File: src/rtl/seq_gen_1011.sv
// -----------------------------------------------------------------------------
// seq_gen_1011 -- serial pattern transmitter
//
// Emits PATTERN MSB-first on a 1-bit serial line, 'count' times per accepted
// start. Each repetition is followed by GAP idle zero bits so that a
// non-overlapping detector sees exactly one match per frame.
//
// Ports:
//   clk       in   system clock, rising edge
//   rst       in   synchronous reset, active-high, highest priority
//   start     in   run request, honoured only while idle
//   count     in   repetitions to send, latched when start is accepted
//   signal    out  serial data bit (registered)
//   frame     out  high while signal carries a pattern bit (registered)
//   busy      out  high from the cycle after an accepted start through DONE
//   done      out  one-cycle pulse after the final gap
//   sent_cnt  out  patterns completed since the last accepted start
// -----------------------------------------------------------------------------
module seq_gen_1011 #(
  parameter int               PAT_W   = 4,
  parameter logic [PAT_W-1:0] PATTERN = 4'b1011,
  parameter int               GAP     = 2,
  parameter int               CNT_W   = 8
) (
  input  logic             clk,
  input  logic             rst,
  input  logic             start,
  input  logic [CNT_W-1:0] count,
  output logic             signal,
  output logic             frame,
  output logic             busy,
  output logic             done,
  output logic [CNT_W-1:0] sent_cnt
);

  localparam int IDX_W = (PAT_W > 1) ? $clog2(PAT_W) : 1;
  // The gap counter holds "gap cycles still to go after this one", so it only
  // has to reach GAP-1.
  localparam int GAP_W = (GAP > 1) ? $clog2(GAP) : 1;

  localparam logic [IDX_W-1:0] IDX_LAST = IDX_W'(PAT_W - 1);
  localparam logic [GAP_W-1:0] GAP_LAST = GAP_W'((GAP > 0) ? (GAP - 1) : 0);

  typedef enum logic [1:0] {
    S_IDLE,
    S_SEND,
    S_GAP,
    S_DONE
  } state_t;

  state_t           state_q, state_d;
  logic [IDX_W-1:0] idx_q, idx_d;
  logic [CNT_W-1:0] rem_q, rem_d;
  logic [GAP_W-1:0] gap_q, gap_d;
  logic [CNT_W-1:0] sent_q, sent_d;
  logic             signal_q, signal_d;
  logic             frame_q, frame_d;
  logic             busy_q, busy_d;
  logic             done_q, done_d;

  logic [CNT_W-1:0] rem_dec;
  logic [IDX_W-1:0] idx_dec;

  assign rem_dec = rem_q - CNT_W'(1);
  assign idx_dec = idx_q - IDX_W'(1);

  // Output registers are loaded with the values belonging to the state being
  // entered, so every output lines up with state_q without any decode after
  // the flops.
  always_comb begin
    state_d  = state_q;
    idx_d    = idx_q;
    rem_d    = rem_q;
    gap_d    = gap_q;
    sent_d   = sent_q;
    signal_d = 1'b0;
    frame_d  = 1'b0;
    busy_d   = 1'b1;
    done_d   = 1'b0;

    case (state_q)
      S_IDLE: begin
        busy_d = 1'b0;
        if (start && (count != '0)) begin
          state_d  = S_SEND;
          idx_d    = IDX_LAST;
          rem_d    = count;
          sent_d   = '0;
          signal_d = PATTERN[PAT_W-1];
          frame_d  = 1'b1;
          busy_d   = 1'b1;
        end
      end

      S_SEND: begin
        if (idx_q != '0) begin
          idx_d    = idx_dec;
          signal_d = PATTERN[idx_dec];
          frame_d  = 1'b1;
        end else begin
          // Last bit of this repetition is on the line now.
          sent_d = sent_q + CNT_W'(1);
          rem_d  = rem_dec;
          if (GAP > 0) begin
            state_d = S_GAP;
            gap_d   = GAP_LAST;
          end else if (rem_dec != '0) begin
            // No gap: next repetition starts back-to-back.
            idx_d    = IDX_LAST;
            signal_d = PATTERN[PAT_W-1];
            frame_d  = 1'b1;
          end else begin
            state_d = S_DONE;
            done_d  = 1'b1;
          end
        end
      end

      S_GAP: begin
        if (gap_q != '0) begin
          gap_d = gap_q - GAP_W'(1);
        end else if (rem_q != '0) begin
          state_d  = S_SEND;
          idx_d    = IDX_LAST;
          signal_d = PATTERN[PAT_W-1];
          frame_d  = 1'b1;
        end else begin
          state_d = S_DONE;
          done_d  = 1'b1;
        end
      end

      S_DONE: begin
        // start is deliberately not looked at here; a new run needs IDLE.
        state_d = S_IDLE;
        busy_d  = 1'b0;
      end

      default: begin
        state_d = S_IDLE;
        busy_d  = 1'b0;
      end
    endcase
  end

  always_ff @(posedge clk) begin
    if (rst) begin
      state_q  <= S_IDLE;
      idx_q    <= '0;
      rem_q    <= '0;
      gap_q    <= '0;
      sent_q   <= '0;
      signal_q <= 1'b0;
      frame_q  <= 1'b0;
      busy_q   <= 1'b0;
      done_q   <= 1'b0;
    end else begin
      state_q  <= state_d;
      idx_q    <= idx_d;
      rem_q    <= rem_d;
      gap_q    <= gap_d;
      sent_q   <= sent_d;
      signal_q <= signal_d;
      frame_q  <= frame_d;
      busy_q   <= busy_d;
      done_q   <= done_d;
    end
  end

  assign signal   = signal_q;
  assign frame    = frame_q;
  assign busy     = busy_q;
  assign done     = done_q;
  assign sent_cnt = sent_q;

endmodule

File: config.mk
export PLATFORM = sky130hd
export DESIGN_NAME = seq_gen_1011
export DESIGN_NICKNAME = d
export VERILOG_FILES = /design/src/rtl/seq_gen_1011.sv
export SDC_FILE = /design/constraint.sdc
export NUM_CORES = 1
export LEC_CHECK = 0
export CAP_MARGIN = 10
export CORE_UTILIZATION = 49
export CTS_CLUSTER_SIZE = 25
export DETAILED_ROUTE_END_ITERATION = 12
export GPL_ROUTABILITY_DRIVEN = 0
export PLACE_DENSITY = 0.8
export SYNTH_ARGS = -nofsm -noshare
export SYNTH_HDL_FRONTEND = slang
export SYNTH_SLANG_ARGS = --single-unit
export TNS_END_PERCENT = 30
File: constraint.sdc
create_clock -name clk -period 1.74 [get_ports clk]
set_input_delay 0.261 -clock clk [delete_from_list [all_inputs] [get_ports clk]]
set_output_delay 0.261 -clock clk [all_outputs]
set_load 0.1 [all_outputs]
==> flow_summary.ini <==
[hold_path]
hold_start = count[7]
hold_class = in -> reg

[detailed_routing]
vias = 1330
postRouteAntennaNets = 0
drtIter0Drc = 28
wl_per_cell_um = 15.30
drtPass1Iterations = 4
drcViolationCount = 0
routed_wirelength_mm = 3.549
drt-vias-per-instance = 5.733

[pwr]
switching_power_mw = 0.7071
p_per_area_nw_per_um2 = 944.3
power_frac_seq_pct = 39.6
swShare_pct = 40.33
clockPowerShare_pct = 16.2
vdd_drop_max_uv = 699.3
finalPower_mw = 1.753
internal_power_mw = 1.046
pwr-share-comb_pct = 44.3
leakage_nw = 0.7911

[worst_setup_path]
r2r_start = state_q[0]$_SDFFE_PP0P_
cp.arrival_ns = 1.97
cp_top_family = simple AND/OR/NAND/NOR gates
crit_slowest_cell = or4_4
cp_cell_sequence = clkdlybuf4s50_1 -> or4_4 -> o211ai_4 -> and2_4 -> a211oi_2 -> a211oi_1
worstPathRequired_ns = 1.99
cp-end-kind = register
cp_slowest_stage_delay_ns = 0.46
crit_start = count[4]
start_kind = primary input
path_buf_inv = 1
worst-setup-path-type = in -> reg
rrSetupSlack_ns = 0.09
path_max_fanout = 8

[timing]
fin_worst_skew_ns = 0.01080
min_period_ns = 1.717
setup_ws_ns = 0.02309
slew_violations = 0
timing.hold.ws_ns = 0.3269
period_share_pct = 98.67
fmax_ghz = 0.5824
finalHoldViolations = 0
worst_slew_pin_slew_ns = 0.4913
slew_headroom_pct = 67.25
final-setup-viol-count = 0

[global_routing]
first_global_vias = 1259
grt_overflow_total = 0
grt_pass1_wl_mm = 5.526
grt.total_usage_pct = 26.71
antenna_found_initial = 0
grt_max_degree = 16

[run_status]
status = finished, final reports clean

[place]
hpwl_mm = 2.400
port_buffers = 22
postPlaceCellArea_um2 = 1724
pre_cts_ws_ns = -0.5246

[clocking]
cts-root-buf = clkbuf_4
h-tree-depth = 1
clk_pin_slew_ns = 0.15
clock_latency_ns = 0.34
cts_max_path_buffers = 2
cts_buffers = 3
cts_sinks = 25
cts_hold_buf = 0
cts_tree = done

[synth]
synth_top_cell_by_area = dfxtp_1
synth_nets = 179
synth_top_area_share_pct = 37.63
synth_cell_types = 37
ys_top_cells_by_area = dfxtp_1 38%, a21oi_1 6.0%, nand2_1 5.4%
syn-mean-instance-area_um2 = 8.110
ys_seq_elements = 25
synth_warnings = 0
ys_seq_area_share_pct = 37.63
synth_area_um2 = 1330
syn_inst = 164

[floorplanning]
fp.dieH_um = 54.10
initial_core_util_pct = 52.73
io-pin-count = 23
rows = 18
core_um2 = 2522
die_x_um = 54.10
die_area_um2 = 2927

[layout]
final_area_um2 = 1857
drive_gt1_share_pct = 28.71
antenna_cells = 0
area_growth_pct = 39.60
fin_nets = 218

[run]
cap_viol_max_count = 0
synthesized netlist by cell type (all sizes together):
cell / number
o21ai: 17
o21a: 5
or3: 3
and2b: 1
a21oi: 18
inv: 5
o31a: 1
nand3: 7
nor3b: 2
nor4b: 1
nand2: 19
clkbuf: 4
nor3: 5
a31o: 1
xnor2: 1
o31ai: 1
nor2b: 2
buf: 4
a41o: 1
or4: 2
o211ai: 1
a21boi: 1
dfxtp: 25
and4b: 1
ha: 4
and3b: 1
and2: 3
nand2b: 7
and3: 2
nor2: 14
a211oi: 5
layer usage:
metal	vias up	global-route usage, %	part of all wire, %
li1	652	-	-
met1	640	31.79	43
met2	31	47.33	53
met3	7	3.107	2.5
met4	0	12.39	1.7
met5	-	0	0
stage by stage:
| step | cells | util (%) | TNS (ns) |
|---|---|---|---|
| after floorplan | 164 | - | -0.3616 |
| after global placement | 223 | 68.35 | -6.607 |
| after detailed placement | 223 | 68.35 | -8.059 |
| after CTS | 232 | 72.17 | -0.02724 |
| after global routing | 232 | 73.61 | -0.02273 |
| final | 232 | 73.61 | 0 |
power by group through the flow:
stage	logic [mW]	registers (mW)	clock network [mW]
3_3_place_gp	0.648	0.698	0
6_report	0.776	0.694	0.283
5_1_grt	0.832	0.700	0.306
3_5_place_dp	0.670	0.702	0
2_1_floorplan	0.387	0.787	0
4_1_cts	0.739	0.690	0.292
placed cells by master (no fill, tap or decap), drive strengths merged, types with 4 or more instances in the layout:
cell / netlist / final
a211oi: 5 / 5
nand2: 19 / 19
inv: 5 / 5
o21a: 5 / 5
dlymetal6s2s: 0 / 5
nand2b: 7 / 7
a21oi: 18 / 18
buf: 4 / 32
dfxtp: 25 / 25
o21ai: 17 / 17
nor3: 5 / 5
ha: 4 / 4
nor2: 14 / 14
nand3: 7 / 7
path summary, 6_finish.rpt:
check | to | depth (start not counted)
setup reg to reg | sent_cnt[6]$_SDFFE_PP0P_ | 6
setup / recovery | rem_q[1]$_SDFFE_PP0P_ | 6
hold / removal | rem_q[7]$_SDFFE_PP0P_ | 5
hold reg to reg | idx_q[1]$_SDFFE_PP0P_ | 1
final cells by class:
| cell class | count | area [um^2] |
|---|---|---|
| Timing Repair Buffer | 42 | 466.7 |
| Clock buffer | 3 | 22.52 |
| Clock inverter | 1 | 7.507 |
| Fill cell | 191 | 665.6 |
| Tap cell | 30 | 37.54 |
| Sequential cell | 25 | 505.5 |
| Multi-Input combinational cell | 126 | 798.3 |
| Inverter | 5 | 18.77 |
tightest hold or removal path, stage by stage:
cell and delay (ns):
dlymetal6s2s_1 0.14, nand2_1 0.06, o31ai_1 0.06, nand2_1 0.07, a21oi_2 0.05
cell families (layout without fill, tap and decap cells):
kind of cell	count (synthesis)	after routing	share of synthesized area [%]
AND/OR/NAND/NOR	70	70	27.56
AO/OA/AOI/OAI	51	51	25.21
flip-flops	25	25	37.63
buffers and inverters	13	51	5.174
adder cells (fa/ha/maj)	4	4	3.763
XOR/XNOR	1	1	0.6586
registers in the layout, indices dropped and copies added, names as in the netlist:
| signal | count |
|---|---|
| busy | 1 |
| done | 1 |
| frame | 1 |
| gap_q | 1 |
| idx_q | 2 |
| rem_q | 8 |
| sent_cnt | 8 |
| signal | 1 |
| state_q | 2 |
repair_timing:
action | CTS | global route
setup endpoints to repair | 12 | 17
gates resized for setup | 6 | 11
pin swaps | 3 | 5
setup buffers | 5 | 0
No activity file was read; power rests on OpenSTA's default activity.
==> edit 1, RTL diff (config.mk and constraints unchanged) <==
Reset style: asynchronous (`rst`), changed in one clocked block. Comments in the files are not updated.
--- a/src/rtl/seq_gen_1011.sv
+++ b/src/rtl/seq_gen_1011.sv
@@ -143,7 +143,7 @@
     endcase
   end
 
-  always_ff @(posedge clk) begin
+  always_ff @(posedge clk or posedge rst) begin
     if (rst) begin
       state_q  <= S_IDLE;
       idx_q    <= '0;
Formal check against the unedited RTL: differs if rst is asserted again (counterexample within 4 cycles, from zero or initial values and one cycle with rst high); with rst held inactive, the same outputs for 10 cycles.
==> edit 1 against the original RTL <==
- the flow now finishes with violations (setup timing)
- hold slack got worse by 66 ps
- synthesized area rose by 1.6%
- setup slack worse by 39 ps
- sequential cell count stayed put
- wire length shrank 0.56%
- design area grew 7.1%
- clock skew fell by 3.3 ps
- critical path type is now reg2reg
Power is not compared: it rests on default switching activity, and its combinational part moved more than twofold at a synthesized area within 25%.
==> edit 1: results (changes against the original RTL) <==
* Clock transition at the registers of the reported paths at 130 ps (-20 ps)
* Worst Max-Slew Pin Slew at 510 ps (+18.7 ps)
* Total track usage at 25.9% (-0.86 points)
* Layout cell share with drive strength beyond 1 at 33.9% (+5.1 points)
* Hpwl dp at 2.28 mm (-5.2%)
* Setup TNS at -26.3 ps (-26.3 ps)
* Via count at 1279 (-3.8%)
* Net Count, Synth at 154 (-14%)
* CP max stage cell: dfrtp_1
* 1st-iter DRT viols at 48 (+71%)
* Failing checks: setup timing
* Worst Skew at 7.46 ps (-3.33 ps)
* Post-synth top cells: 25 x dfrtp_1, 15 x nor2_1, 14 x a21oi_1, 12 x nand2_1, 12 x o21ai_1
* Hold Path Class: in2async
* Synth warn at 0 (unchanged)
* Delay-heaviest family, CP: flip-flops
* Crit-path max FO at 3 (-5)
* Antenna Cells at 0 (unchanged)
* Synth top area cells: dfrtp_1 46%, a21oi_1 5.2%, o21ai_1 4.4%
* Vias in the first global route at 1214 (-3.6%)
* Fin nets at 205 (-6.0%)
* Final wirelength at 3.53 mm (-0.56%)
* Setup ws final at -15.7 ps (-38.8 ps)
* Delay of the slowest cell on the worst path at 430 ps (-30 ps)
* Post-DP Area at 0.00186 mm^2 (+7.8%)
* Final setup viols at 2 (+2)
* Worst skew pair latency at 330 ps
* First-pass GRT wire length at 5.35 mm (-3.2%)
* Sequential area share after synthesis at 46.3% (+8.7 points)
* Outcome: finished with violations
* Asr flop ratio synth at 100% (+100 points)
==> edit 1: cell types whose count changed after synthesis, moves of 4 or more <==
cell / delta
dfrtp_1: +25
dfxtp_1: -25
inv_1: +4
nand2_1: -7
nand2b_1: -7
nand3_1: -6
nand4_1: +4
o21a_1: -5
o21ai_0: -9
o21ai_1: +12
o21ai_2: -6
xor2_1: +5
==> edit 1: area by class of cell <==
class,count,area (um^2)
clock buffer,4,26.3
inverter,10,37.5
multi-input combinational,99,713
timing repair buffer,51,546
fill,157,557
sequential,25,628
tap,30,37.5
==> edit 1: repair_timing <==
action / in CTS / in global routing
resized for setup: 4 / 6
setup buffers: 4 / 3
endpoints found under the setup margin: 2 / 12
pin swaps: 3 / 5
==> edit 1: power groups by stage <==
stage	Clock [W]	Sequential (W)	Combinational [W]
final	0.000264	0.00107	0.00242
after global routing	0.000296	0.00109	0.00259
after CTS	0.000269	0.00106	0.00225
after detailed placement	0	0.00106	0.00216
after global placement	0	0.00104	0.00210
after floorplan	0	0.00148	0.000920
==> edit 1: routing by layer <==
metal	global-route usage [%]	part of all wire, %	vias up
li1	-	-	590
met1	31.0	40	619
met5	0	0	-
met4	10.7	3.8	0
met2	44.7	51	54
met3	5.28	5.3	16
==> edit 1: worst paths after layout <==
kind	start	to	slack (ps)	cells past startpoint
worst max-delay path	rem_q[1]	idx_q[0]	-20	7
worst min-delay path	rst	done	260	3
worst max register to register	rem_q[1]	idx_q[0]	-20	7
worst min register to register	idx_q[1]	idx_q[1]	530	1
max in group asynchronous	rst	sent_cnt[0]	1210	3
min in group clk	idx_q[1]	idx_q[1]	530	1
==> edit 1: cells by family after synthesis <==
logic type	Yosys count	synth area share [%]
muxes	2	2.22
AOI/OAI and AO/OA	38	18.3
adders and majority gates	4	3.70
DFF	25	46.3
buffers and inverters	15	4.72
xor gates and xnor gates	5	3.24
and+or+nand+nor	50	21.5
==> edit 1: worst reg2reg max path: stages, from the launching register on <==
cell,delay (ps)
dfrtp_1,430
inv_2,90
ha_4,120
nor4b_4,220
a21oi_2,140
o31ai_4,280
nor2_4,70
mux2_4,310
==> edit 1: metrics by stage <==
step | std cells | setup WS (ps)
2_1_floorplan | 139 | 0.190
3_3_place_gp | 208 | -280
3_5_place_dp | 208 | -341
4_1_cts | 216 | -24.6
5_1_grt | 219 | -83.9
6_report | 219 | -15.7
==> edit 2, RTL diff (config.mk and constraints unchanged) <==
Without the edit above. Set the parameter `GAP` to 1 (it was 2).
--- a/src/rtl/seq_gen_1011.sv
+++ b/src/rtl/seq_gen_1011.sv
@@ -19,7 +19,7 @@
 module seq_gen_1011 #(
   parameter int               PAT_W   = 4,
   parameter logic [PAT_W-1:0] PATTERN = 4'b1011,
-  parameter int               GAP     = 2,
+  parameter int               GAP     = 1,
   parameter int               CNT_W   = 8
 ) (
   input  logic             clk,
Function: changed (Yosys sat finds a counterexample within 10 cycles, from zero or initial values and one cycle with rst high).
==> edit 2 against the original RTL <==
- the flow now finishes with violations (setup timing)
- sequential cell count fell by 1
- total power rose by 5.8%
- register-to-register slack got worse by 120 ps
- design area rose by 11%
- synthesized area rose by 4.3%
- fmax fell by 2.9%
- wire length rose by 20%
- setup slack got worse by 52 ps
- largest power group unchanged
==> edit 2: results (changes against the original RTL) <==
* Outcome: finished with violations
* Avg WL per Cell at 17.7 um (+16%)
* Met3 GRT Util at 4.92% (+1.8 points)
* First-pass GRT wire length at 6.70 mm (+21%)
* Net Sw Frac at 36.4% (-4.0 points)
* Final non-filler cell total at 241 (+3.9%)
* Total track usage at 27.1% (+0.40 points)
* Cells after synthesis at 163 (-0.61%)
* Hold Crit Start: count[2]
* Worst Max-Slew Pin Slew at 394 ps (-96.8 ps)
* 1st-iter DRT viols at 71 (+150%)
* Reg2reg end: rem_q[7]
* Worst hold slack at 349 ps (+22.1 ps)
* Failing checks: setup timing
* Critical R2R Launch: rem_q[3]
* Final setup viols at 1 (+1)
* WL met3 at 320 um (+260%)
* Metal-1 WL at 1.71 mm (+11%)
* Setup ws final at -28.7 ps (-51.8 ps)
* Hold path endpoint: rem_q[2]
* Sequential area share after synthesis at 34.6% (-3.0 points)
* Htree depth at 1 (unchanged)
* Met1 Usage GRT at 32.3% (+0.51 points)
* Met2 Usage GRT at 47.2% (-0.17 points)
* Synth top area cells: dfxtp_1 35%, a21oi_1 5.8%, ha_1 3.6%
* Met2 wire len at 2.20 mm (+18%)
* Vias/cell at 6.38 (+11%)
* Sequential Power Share at 35.2% (-4.4 points)
* Largest net degree at the start of global routing at 21 (+5)
* Cell count of the worst reg-to-reg path at 4 (-2)
* P per Cell Area at 897 mW/mm^2 (-5.0%)
* Vias in the first global route at 1483 (+18%)
* Crit-path max FO at 5 (-3)
* Hpwl dp at 2.86 mm (+19%)
* Synth cell types at 47 (+27%)
* Post-synth top cells: 24 x dfxtp_1, 16 x a21oi_1, 11 x nand2_1, 10 x nand3_1
* Fin nets at 227 (+4.1%)
* Clock power share at 22.8% (+6.6 points)
* VDD IR max at 0.722 mV (+3.3%)
-- edit 2: cell count changes after synthesis, sizes merged, moves of 5 or more --
cell,before,now
nand2b,7,2
mux2i,0,5
nor4,0,5
nand2,19,11
o21a,5,0
o21ai,17,7
-- edit 2: area by class of cell --
type,count,area [um^2]
inverters,10,37.5
repair buffers,52,556
flip-flops and latches,24,489
well taps,30,37.5
fillers,175,500
multi-input cells,121,895
clock inverters,1,30.0
clock buffers,3,22.5
-- edit 2: logic make-up after synthesis --
kind of cell,count (synthesis),share of synthesized area [%]
and+or+nand+nor,58,23.4
AOI/OAI and AO/OA,53,27.4
DFF,24,34.6
buffers and inverters,18,6.49
muxes,6,4.42
adders and majority gates,4,3.61
-- edit 2: worst max-delay path by stage --
| stage | from | to | depth (start not counted) | slack [ps] |
|---|---|---|---|---|
| floorplan | rem_q[4] | rem_q[7] | 4 | -7 |
| global placement | count[6] | rem_q[0] | 6 | -420 |
| detailed placement | count[5] | rem_q[5] | 7 | -460 |
| CTS | rem_q[3] | state_q[1] | 3 | -30 |
| global route | rem_q[3] | rem_q[7] | 4 | -70 |
| finish | rem_q[3] | rem_q[7] | 4 | -30 |
-- edit 2: stage by stage --
stage	worst slack (ps)	utilization (%)	area, um^2	TNS (ps)
2_1_floorplan	-7.38	-	1390	-7.38
3_3_place_gp	-420	73.6	1890	-6460
3_5_place_dp	-462	73.6	1890	-7440
4_1_cts	-33.7	76.9	1970	-33.7
5_1_grt	-66.2	80.5	2070	-212
6_report	-28.7	80.5	2070	-28.7
-- edit 2: repair_timing --
item                                   in CTS  in global routing
cloned                                      0                  1
endpoints found under the hold margin       0                  0
pin swaps                                   4                  4
resized for setup                           5                 18
setup endpoints to repair                  18                 18
buffers inserted                            1                  2
hold buffers                                0                  0
